===== src/rtl/fft_iter_pkg.sv =====
// Shared definitions for the iterative radix-2 FFT datapath.
// Holds the default FFT geometry (also reused by the control unit), a clog2 helper
// and the in-place DIT butterfly address decode as a function.
// Contents:
//   DefLayers/DefButterflyes/DefLayWL/DefButtWL  default FFT geometry (N = 32)
//   AddrWL                                       data RAM address width for the defaults
//   clog2(v)                                     ceiling log2
//   addr_decode(layers, l, b)                    {A, B, TW} for layer l, butterfly b
package fft_iter_pkg;

  localparam int unsigned DefLayers      = 5;
  localparam int unsigned DefButterflyes = 16;
  localparam int unsigned DefLayWL       = 3;
  localparam int unsigned DefButtWL      = 4;
  localparam int unsigned AddrWL         = DefButtWL + 1;

  typedef struct packed {
    logic [31:0] a;
    logic [31:0] b;
    logic [31:0] tw;
  } fft_dec_t;

  function automatic int unsigned clog2(input int unsigned v);
    int unsigned r;
    r = 0;
    while ((32'd1 << r) < v) r++;
    return r;
  endfunction

  // Evaluated at 32 bits; callers truncate to their address width, which is exact
  // because only left shifts and ORs feed the upper bits.
  function automatic fft_dec_t addr_decode(input logic [31:0] layers, input logic [31:0] l,
                                           input logic [31:0] b);
    logic [31:0] span;
    logic [31:0] idx;
    logic [31:0] grp;
    fft_dec_t    d;
    span = 32'd1 << l;
    idx  = b & (span - 32'd1);
    grp  = b >> l;
    d.a  = (grp << (l + 32'd1)) | idx;
    d.b  = d.a | span;
    d.tw = (l < layers) ? (idx << (layers - 32'd1 - l)) : 32'd0;
    return d;
  endfunction

endpackage


===== src/rtl/fft_butt_addr_decode.sv =====
// Combinational in-place DIT butterfly address decode.
// Ports:
//   i_lay   layer index l
//   i_butt  butterfly index b within the layer
//   o_a     upper butterfly RAM address
//   o_b     lower butterfly RAM address (o_a | 1<<l)
//   o_tw    twiddle ROM index
module fft_butt_addr_decode
  import fft_iter_pkg::*;
#(
  parameter int unsigned LAYERS = DefLayers,
  parameter int unsigned LayWL  = DefLayWL,
  parameter int unsigned ButtWL = DefButtWL
) (
  input  logic [LayWL-1:0]  i_lay,
  input  logic [ButtWL-1:0] i_butt,
  output logic [ButtWL:0]   o_a,
  output logic [ButtWL:0]   o_b,
  output logic [ButtWL-1:0] o_tw
);

  fft_dec_t w_dec;
  logic     w_unused_dec;

  assign w_dec = addr_decode(32'(LAYERS), 32'(i_lay), 32'(i_butt));
  assign o_a   = w_dec.a[ButtWL:0];
  assign o_b   = w_dec.b[ButtWL:0];
  assign o_tw  = w_dec.tw[ButtWL-1:0];

  // Upper bits are always zero for legal counters; truncation is intentional.
  assign w_unused_dec = ^{w_dec.a[31:ButtWL+1], w_dec.b[31:ButtWL+1], w_dec.tw[31:ButtWL]};

endmodule


===== src/rtl/fft_iter_addr_gen.sv =====
// Address generator for the iterative radix-2 DIT FFT.
// Walks butterfly/layer counters on ADDR_EN strobes from the control unit and presents
// registered in-place read/write addresses, the twiddle index and layer status.
// Optional feature: define FFT_ADDR_LAYCHK_EN to cross-check the control unit's LAY_EN
// pulse against the internal layer wrap (sticky LAY_ERR); otherwise LAY_ERR is 0.
// Ports:
//   CLK, RST                    clock, synchronous active-high reset
//   i_EN                        global enable (low holds all state)
//   i_ADDR_RST                  clear counters
//   i_ADDR_EN                   advance one butterfly
//   i_LAY_EN                    control unit layer pulse (checked only with the macro)
//   i_Wr                        write cycle qualifier
//   o_ADDR_A_RD/o_ADDR_B_RD     butterfly read addresses
//   o_ADDR_A_WR/o_ADDR_B_WR     butterfly write addresses (same pair, in-place)
//   o_TW_ADDR                   twiddle ROM index
//   o_WE                        RAM write enable (i_Wr & i_EN)
//   o_LAY_NUM, o_LAST_LAY       current layer, final-layer flag
//   o_DONE                      one-cycle pulse after the final butterfly
//   o_LAY_ERR                   sticky layer-sync error
module fft_iter_addr_gen
  import fft_iter_pkg::*;
#(
  parameter int unsigned LAYERS      = DefLayers,
  parameter int unsigned BUTTERFLYES = DefButterflyes,
  parameter int unsigned LayWL       = DefLayWL,
  parameter int unsigned ButtWL      = DefButtWL
) (
  input  logic              CLK,
  input  logic              RST,
  input  logic              i_EN,
  input  logic              i_ADDR_RST,
  input  logic              i_ADDR_EN,
  input  logic              i_LAY_EN,
  input  logic              i_Wr,
  output logic [ButtWL:0]   o_ADDR_A_RD,
  output logic [ButtWL:0]   o_ADDR_B_RD,
  output logic [ButtWL-1:0] o_TW_ADDR,
  output logic [ButtWL:0]   o_ADDR_A_WR,
  output logic [ButtWL:0]   o_ADDR_B_WR,
  output logic              o_WE,
  output logic [LayWL-1:0]  o_LAY_NUM,
  output logic              o_LAST_LAY,
  output logic              o_DONE,
  output logic              o_LAY_ERR
);

  logic [ButtWL-1:0] r_butt_cnt, w_butt_nxt;
  logic [LayWL-1:0]  r_lay_cnt, w_lay_nxt;
  logic              r_done, w_done_nxt;
  logic [ButtWL:0]   r_addr_a, r_addr_b, w_a_nxt, w_b_nxt;
  logic [ButtWL-1:0] r_tw, w_tw_nxt;
  logic              r_last_lay;
  logic              w_butt_last, w_lay_last;

  assign w_butt_last = (r_butt_cnt == ButtWL'(BUTTERFLYES - 1));
  assign w_lay_last  = (r_lay_cnt == LayWL'(LAYERS - 1));

  always_comb begin
    w_butt_nxt = r_butt_cnt;
    w_lay_nxt  = r_lay_cnt;
    w_done_nxt = r_done;
    if (RST || i_ADDR_RST) begin
      w_butt_nxt = '0;
      w_lay_nxt  = '0;
      w_done_nxt = 1'b0;
    end else if (i_EN) begin
      w_done_nxt = 1'b0;
      if (i_ADDR_EN) begin
        if (w_butt_last) begin
          w_butt_nxt = '0;
          if (w_lay_last) begin
            w_lay_nxt  = '0;
            w_done_nxt = 1'b1;
          end else begin
            w_lay_nxt = r_lay_cnt + LayWL'(1);
          end
        end else begin
          w_butt_nxt = r_butt_cnt + ButtWL'(1);
        end
      end
    end
  end

  // Decoding the next-state counters lets the address flops track the counters
  // with no visible latency; a reset reloads decode(0,0), i.e. A=0, B=1.
  fft_butt_addr_decode #(
    .LAYERS (LAYERS),
    .LayWL  (LayWL),
    .ButtWL (ButtWL)
  ) u_decode (
    .i_lay  (w_lay_nxt),
    .i_butt (w_butt_nxt),
    .o_a    (w_a_nxt),
    .o_b    (w_b_nxt),
    .o_tw   (w_tw_nxt)
  );

  always_ff @(posedge CLK) begin
    r_butt_cnt <= w_butt_nxt;
    r_lay_cnt  <= w_lay_nxt;
    r_done     <= w_done_nxt;
    r_addr_a   <= w_a_nxt;
    r_addr_b   <= w_b_nxt;
    r_tw       <= w_tw_nxt;
    r_last_lay <= (w_lay_nxt == LayWL'(LAYERS - 1));
  end

`ifdef FFT_ADDR_LAYCHK_EN
  logic r_lay_err;
  logic w_wrap, w_err_set;

  assign w_wrap    = i_EN & i_ADDR_EN & ~i_ADDR_RST & w_butt_last;
  // LAY_EN without a wrap, or a wrap into a non-zero layer without LAY_EN.
  assign w_err_set = i_EN & ((i_LAY_EN & ~w_wrap) | (w_wrap & ~w_lay_last & ~i_LAY_EN));

  always_ff @(posedge CLK) begin
    if (RST) begin
      r_lay_err <= 1'b0;
    end else if (w_err_set) begin
      r_lay_err <= 1'b1;
    end
  end

  assign o_LAY_ERR = r_lay_err;
`else
  logic w_unused_lay_en;
  assign w_unused_lay_en = i_LAY_EN;
  assign o_LAY_ERR       = 1'b0;
`endif

  assign o_ADDR_A_RD = r_addr_a;
  assign o_ADDR_B_RD = r_addr_b;
  assign o_ADDR_A_WR = r_addr_a;
  assign o_ADDR_B_WR = r_addr_b;
  assign o_TW_ADDR   = r_tw;
  assign o_WE        = i_Wr & i_EN;
  assign o_LAY_NUM   = r_lay_cnt;
  assign o_LAST_LAY  = r_last_lay;
  assign o_DONE      = r_done;

endmodule


===== config.mk =====
export PLATFORM = sky130hd
export DESIGN_NAME = fft_iter_addr_gen
export DESIGN_NICKNAME = d
export VERILOG_FILES = /design/src/rtl/fft_iter_pkg.sv /design/src/rtl/fft_butt_addr_decode.sv /design/src/rtl/fft_iter_addr_gen.sv
export SDC_FILE = /design/constraint.sdc
export NUM_CORES = 1
export LEC_CHECK = 0
export CORE_MARGIN = 2
export CORE_UTILIZATION = 35
export DETAILED_ROUTE_END_ITERATION = 10
export PLACE_DENSITY = 0.67
export SKIP_CTS_REPAIR_TIMING = 1
export SLEW_MARGIN = 30
export SYNTH_ARGS = -nofsm -noshare
export SYNTH_HDL_FRONTEND = slang
export SYNTH_SLANG_ARGS = --single-unit

===== constraint.sdc =====
create_clock -name CLK -period 5.9 [get_ports CLK]
set_clock_uncertainty 0.2 [all_clocks]
set_input_delay 1.18 -clock CLK [delete_from_list [all_inputs] [get_ports CLK]]
set_output_delay 1.18 -clock CLK [all_outputs]
set_load 0.01 [all_outputs]

== Word level (Yosys, flattened, before mapping) ==
Cells that the tools add are included.

* Bits in registers: 23
* Output and inout bits: 31

* $add $sub $neg: 5
* Magnitude comparators: 1
* Equality and inequality tests: 3
* Shift-type cells: 4
* Multiplexer cells: 12
* Bitwise operators: 4
* Reductions and logical operators: 1

{| class="wikitable"
|+ Operators with widths
! kind !! number
|-
| AND 4 x 32 -> 32 bit || 1
|-
| left shift 1 x 3 -> 32 bit (first input constant) || 1
|-
| left shift 32 x 32 -> 4 bit || 1
|-
| left shift 32 x 32 -> 5 bit || 1
|-
| >> shifter 4 x 3 -> 32 bit || 1
|-
| subtractor 32 x 1 -> 32 bit (second input constant) || 1
|-
| 2-to-1 mux 4 bit || 4
|-
| 2-to-1 mux 3 bit || 5
|-
| OR 5 bit || 2
|-
| == test 3 bit (second input constant) || 2
|-
| adder 3 x 1 -> 4 bit (second input constant) || 1
|-
| adder 4 x 1 -> 4 bit (second input constant) || 1
|-
| == test 4 bit (second input constant) || 1
|-
| subtractor 3 x 3 -> 4 bit (first input constant) || 1
|-
| adder 3 x 1 -> 3 bit (second input constant) || 1
|-
| < comparator 3 bit (second input constant) || 1
|-
| 2-to-1 mux 1 bit || 3
|-
| AND 1 bit || 1
|-
| logical OR 1 bit || 1
|}

== Longest topological paths before layout ==
* Depth after elaboration: 11
* Mapped depth: 14

== Hierarchy ==
Synthesis repeated with hierarchy kept, for this count alone.

* Cell total of the unflattened synthesis: 156
* Area total of the unflattened synthesis: 1395.1 µm²

{| class="wikitable"
|+ By module, submodules not included
! module !! times used !! cells an instance !! area an instance (µm²) !! sequential area each (µm²)
|-
| fft_iter_addr_gen || 1 || 82 || 838.3 || 460.4
|-
| fft_butt_addr_decode || 1 || 74 || 556.8 || 0.0
|}

== Worst setup path before layout ==
OpenSTA, ideal clock, no wires.

* Path kind: input to register
* Start: input port i_EN
* End: register r_tw[2], in the netlist o_TW_ADDR[2]
* Library setup time: 0.059 ns
* Data arrival time: 3.496 ns
* Required time: 5.641 ns
* Path slack: 2.145 ns
* Cell stages on the path: 14
* Cells stage by stage: buf_2 and2_0 buf_2 nand3_1 a21oi_2 inv_1 ha_1 ha_1 clkbuf_2 inv_1 nor2_1 or4_1 o41ai_1 a22o_1

* Longest elaborated chain between the ends: 6

{| class="wikitable"
|+ RTL lines
! what !! RTL line !! text
|-
| start, declared || fft_iter_addr_gen.sv:30 || <nowiki>input logic i_EN,</nowiki>
|-
| 2-to-1 mux 3 bit * || fft_iter_addr_gen.sv:66 || <nowiki>end else if (i_EN) begin</nowiki>
|-
| 2-to-1 mux 3 bit * || fft_iter_addr_gen.sv:62 || <nowiki>if (RST || i_ADDR_RST) begin</nowiki>
|-
| net u_decode.i_lay[0] || fft_butt_addr_decode.sv:15 || <nowiki>input logic [LayWL-1:0] i_lay,</nowiki>
|-
| left shift 1 x 3 -> 32 bit || fft_iter_pkg.sv:38 || <nowiki>span = 32'd1 << l;</nowiki>
|-
| subtractor 32 x 1 -> 32 bit || fft_iter_pkg.sv:39 || <nowiki>idx = b & (span - 32'd1);</nowiki>
|-
| AND 4 x 32 -> 32 bit || fft_iter_pkg.sv:39 ||
|-
| left shift 32 x 32 -> 4 bit || fft_iter_pkg.sv:43 || <nowiki>d.tw = (l < layers) ? (idx << (layers - 32'd1 - l)) : 32'd0;</nowiki>
|-
| end signal, assigned || fft_iter_addr_gen.sv:104 || <nowiki>r_tw <= w_tw_nxt;</nowiki>
|-
| end, declared || fft_iter_addr_gen.sv:51 || <nowiki>logic [ButtWL-1:0] r_tw, w_tw_nxt;</nowiki>
|}

The timed path passes the listed nets; every way through them passes the cells marked *.
A chain may end at the register's enable or synchronous reset.

== Worst setup path in the final report ==
Ends and elaborated chain as after synthesis.

==> out/results.ini <==
[placement]
place_area_sq_mm = 0.00182
placed_cells = 241
dp_hpwl_mm = 2.54
gp_congestion = 0.847
pre_cts_slack_ns = 1.16
io_buffers = 35

[worst_setup_path]
cp_max_fo = 12
cp-end-kind = register
worstReg2RegEnd = o_TW_ADDR[2]
r2r_slack_ns = 2.29
reg2reg_depth = 13
reg2reg_from = o_LAY_NUM[0]
worstSetupStartpointType = primary input
required_ns = 5.91
worstPathArrival_ns = 4.50
critPathKind = in -> reg

[finish]
area_growth_pct = 20.8
finalInstanceArea_sq_mm = 0.00186
stdcell_count = 245
nets = 211
diodes = 0
drive_above_1_share_pct = 10.9

[synth]
synth_cells = 173
async_reset_ff_share_pct = 0
synth-simple-area-share_pct = 19.2
yosysTopAreaCellShare_pct = 29.9
synth_top_family_by_area = compound AO/OA/AOI/OAI gates
yosysUniqueCellTypes = 63
syn_avg_cell_area_sq_um = 8.91
syn_nets = 190
synth_compound_area_share_pct = 26.2
synth_xor_area_share_pct = 2.84
synth_ff_type = dfxtp_1
synth-adder-area-share_pct = 8.12
synth_area_leaders = dfxtp_1 (30%), ha_1 (8.1%), buf_4 (5.4%)
synth_edf_count = 0
yosys.area.top_type = dfxtp_1
yosysWarnings = 0
netlist_area_sq_mm = 0.00154
yosys-mux-area-fraction_pct = 2.03
synth_seq_cells = 23
ys_seq_area_share_pct = 29.9

[grt]
antenna_found_initial = 0
grt_pass1_wl_mm = 5.60
overflow = 0
grt_start_max_net_pins = 13
first_global_vias = 1204
track_usage_pct = 14.0

[clock_tree]
cts.sinks = 23
htree_levels = 1
tritoncts = built
clkSlewWorstSetupHoldPaths_ns = 0.08
clockRootBuffer = clkbuf_8
worstSkewPairLatency_ns = 0.27
cts_inserted_buffers = 3
cts.path.max_buffers = 2

[pwr]
swShare_pct = 21.9
peakVddDrop_uv = 83.7
clockPowerShare_pct = 36.6
p_seq_share_pct = 57.7
p_int_mw = 0.212
power_density_mw_per_mm2 = 146
fin_total_pwr_mw = 0.271
comb_power_share_pct = 5.7
power.switching_mw = 0.0594
power_leakage_nw = 0.734

[timing]
period_minus_slack_ns = 4.49
drv_slew = 0
post-route-period-util_pct = 76.1
worst_slew_pin_slew_ns = 0.681
postLayoutSetupSlackWorst_ns = 1.41
finalSetupViolations = 0
rsz0062_at_grt = no
fmax_ghz = 0.223
hold_viol_final = 0
slew_headroom_pct = 54.0
setup-tns-final_ns = 0

[floorplanning]
dieArea_sq_mm = 0.00495
fp.dieH_microns = 70.4
core.rowCount = 24
initial_core_util_pct = 35.9
io_pins = 38
die_w_microns = 70.4
coreArea_sq_mm = 0.00429

[min_path]
min_path_type = reg -> reg
hold_end = o_DONE
holdPathStages = 2
holdCritStartpoint = o_DONE

[run_status]
status = complete, no violations

[drt]
drc = 0
vias_per_cell = 5.49
dr.pass1.iters = 4
drt_iter0_markers = 79
routedWlPerCell_microns = 13.6
vias = 1344
drtAntennaViolNets = 0
routed_wirelength_mm = 3.32

[job]
maxCapViolations = 0

-- layout make-up --
type | instances | area (sq um)
clock buffer | 4 | 45.0
fill | 437 | 2430
inverter | 10 | 37.5
multi-input combinational | 121 | 903
sequential | 23 | 460
tap | 52 | 65.1
timing repair buffer | 35 | 350
-- synthesized netlist by cell type, drive strengths merged, types with 3 or more instances --
cell,number
o311ai,3
ha,10
inv,10
a31oi,4
nor2,14
nor3,4
or4,3
nor4,3
or2,3
dfxtp,23
buf,17
a31o,3
a21oi,8
o21ai,5
nand2,9
xnor2,3
and2,4
nand3,7
and3,3
-- per-layer routing --
metal	part of all wire, %	routed length, microns	GRT usage (%)	up-vias
met3	7.0	234	2.45	7
li1	-	-	-	667
met1	46	1520	18.4	614
met4	1.8	61	4.91	0
met2	45	1510	22.9	56
met5	0	0	0	-
-- critical path, stage by stage --
cell	delay (ns)
clkdlybuf4s50_1	0.64
and2_0	0.32
nand3_1	0.18
a21oi_2	0.50
inv_1	0.17
ha_1	0.24
ha_1	0.32
nor2b_1	0.20
a31o_2	0.12
a21oi_1	0.06
nor3_1	0.36
a22o_1	0.20
-- flip-flops by register name (all words and copies together), names as in the netlist --
register and flops:
o_ADDR_A_RD 5, o_ADDR_B_RD 5, o_TW_ADDR 4, r_butt_cnt 4, o_LAY_NUM 3, o_DONE 1, o_LAST_LAY 1
-- stage by stage --
| step | hold WS, ns | util, % |
|---|---|---|
| after floorplan | 0.318 | - |
| after global placement | 0.280 | 42.3 |
| after detailed placement | 0.283 | 42.3 |
| after CTS | 0.302 | 43.4 |
| after global routing | 0.369 | 43.4 |
| final | 0.299 | 43.4 |
-- cell families (layout without fill, tap and decap cells) --
group	count (synthesis)	in the layout
flops	23	23
mux	3	3
simple gates	54	54
fa+ha+maj	10	10
compound gates	48	48
xor+xnor	5	5
other cells	1	1
buf+inv	29	49
-- power by group through the flow --
stage,Clock [mW],Sequential (mW),Combinational (mW)
2_1_floorplan,0,0.160,0.00926
3_3_place_gp,0,0.160,0.0153
3_5_place_dp,0,0.160,0.0153
4_1_cts,0.101,0.156,0.0154
5_1_grt,0.110,0.157,0.0166
6_report,0.0991,0.156,0.0154
-- how the worst max path moves through the flow --
stage | end | cells after the start | startpoint
finish | o_TW_ADDR[2] | 12 | i_EN
global route | o_ADDR_A_RD[2] | 12 | i_EN
CTS | o_TW_ADDR[2] | 12 | i_EN
detailed placement | o_TW_ADDR[2] | 12 | i_EN
global placement | o_TW_ADDR[2] | 12 | i_EN
floorplan | o_TW_ADDR[2] | 14 | i_EN
-- cell usage in the layout, fill, tap and decap left out, types with 2 or more instances in the layout --
| cell type | netlist | layout |
|---|---|---|
| a21o_1 | 2 | 2 |
| a21oi_1 | 7 | 7 |
| a31o_2 | 3 | 3 |
| a31oi_1 | 3 | 3 |
| a32oi_1 | 2 | 2 |
| and2_1 | 2 | 2 |
| and3_1 | 3 | 3 |
| clkbuf_8 | 0 | 3 |
| clkdlybuf4s50_1 | 0 | 35 |
| dfxtp_1 | 23 | 23 |
| ha_1 | 10 | 10 |
| inv_1 | 10 | 10 |
| mux2i_1 | 2 | 2 |
| nand2_1 | 9 | 9 |
| nand3_1 | 6 | 6 |
| nor2_1 | 13 | 13 |
| nor3_1 | 4 | 4 |
| nor4_1 | 3 | 3 |
| o21ai_0 | 4 | 3 |
| o21ai_1 | 1 | 2 |
| o21bai_1 | 2 | 2 |
| o31ai_1 | 2 | 2 |
| o41ai_1 | 2 | 2 |
| or4_1 | 2 | 2 |
| xnor2_1 | 3 | 3 |
| xor2_1 | 2 | 2 |
Power figures use the tool's default switching activity.
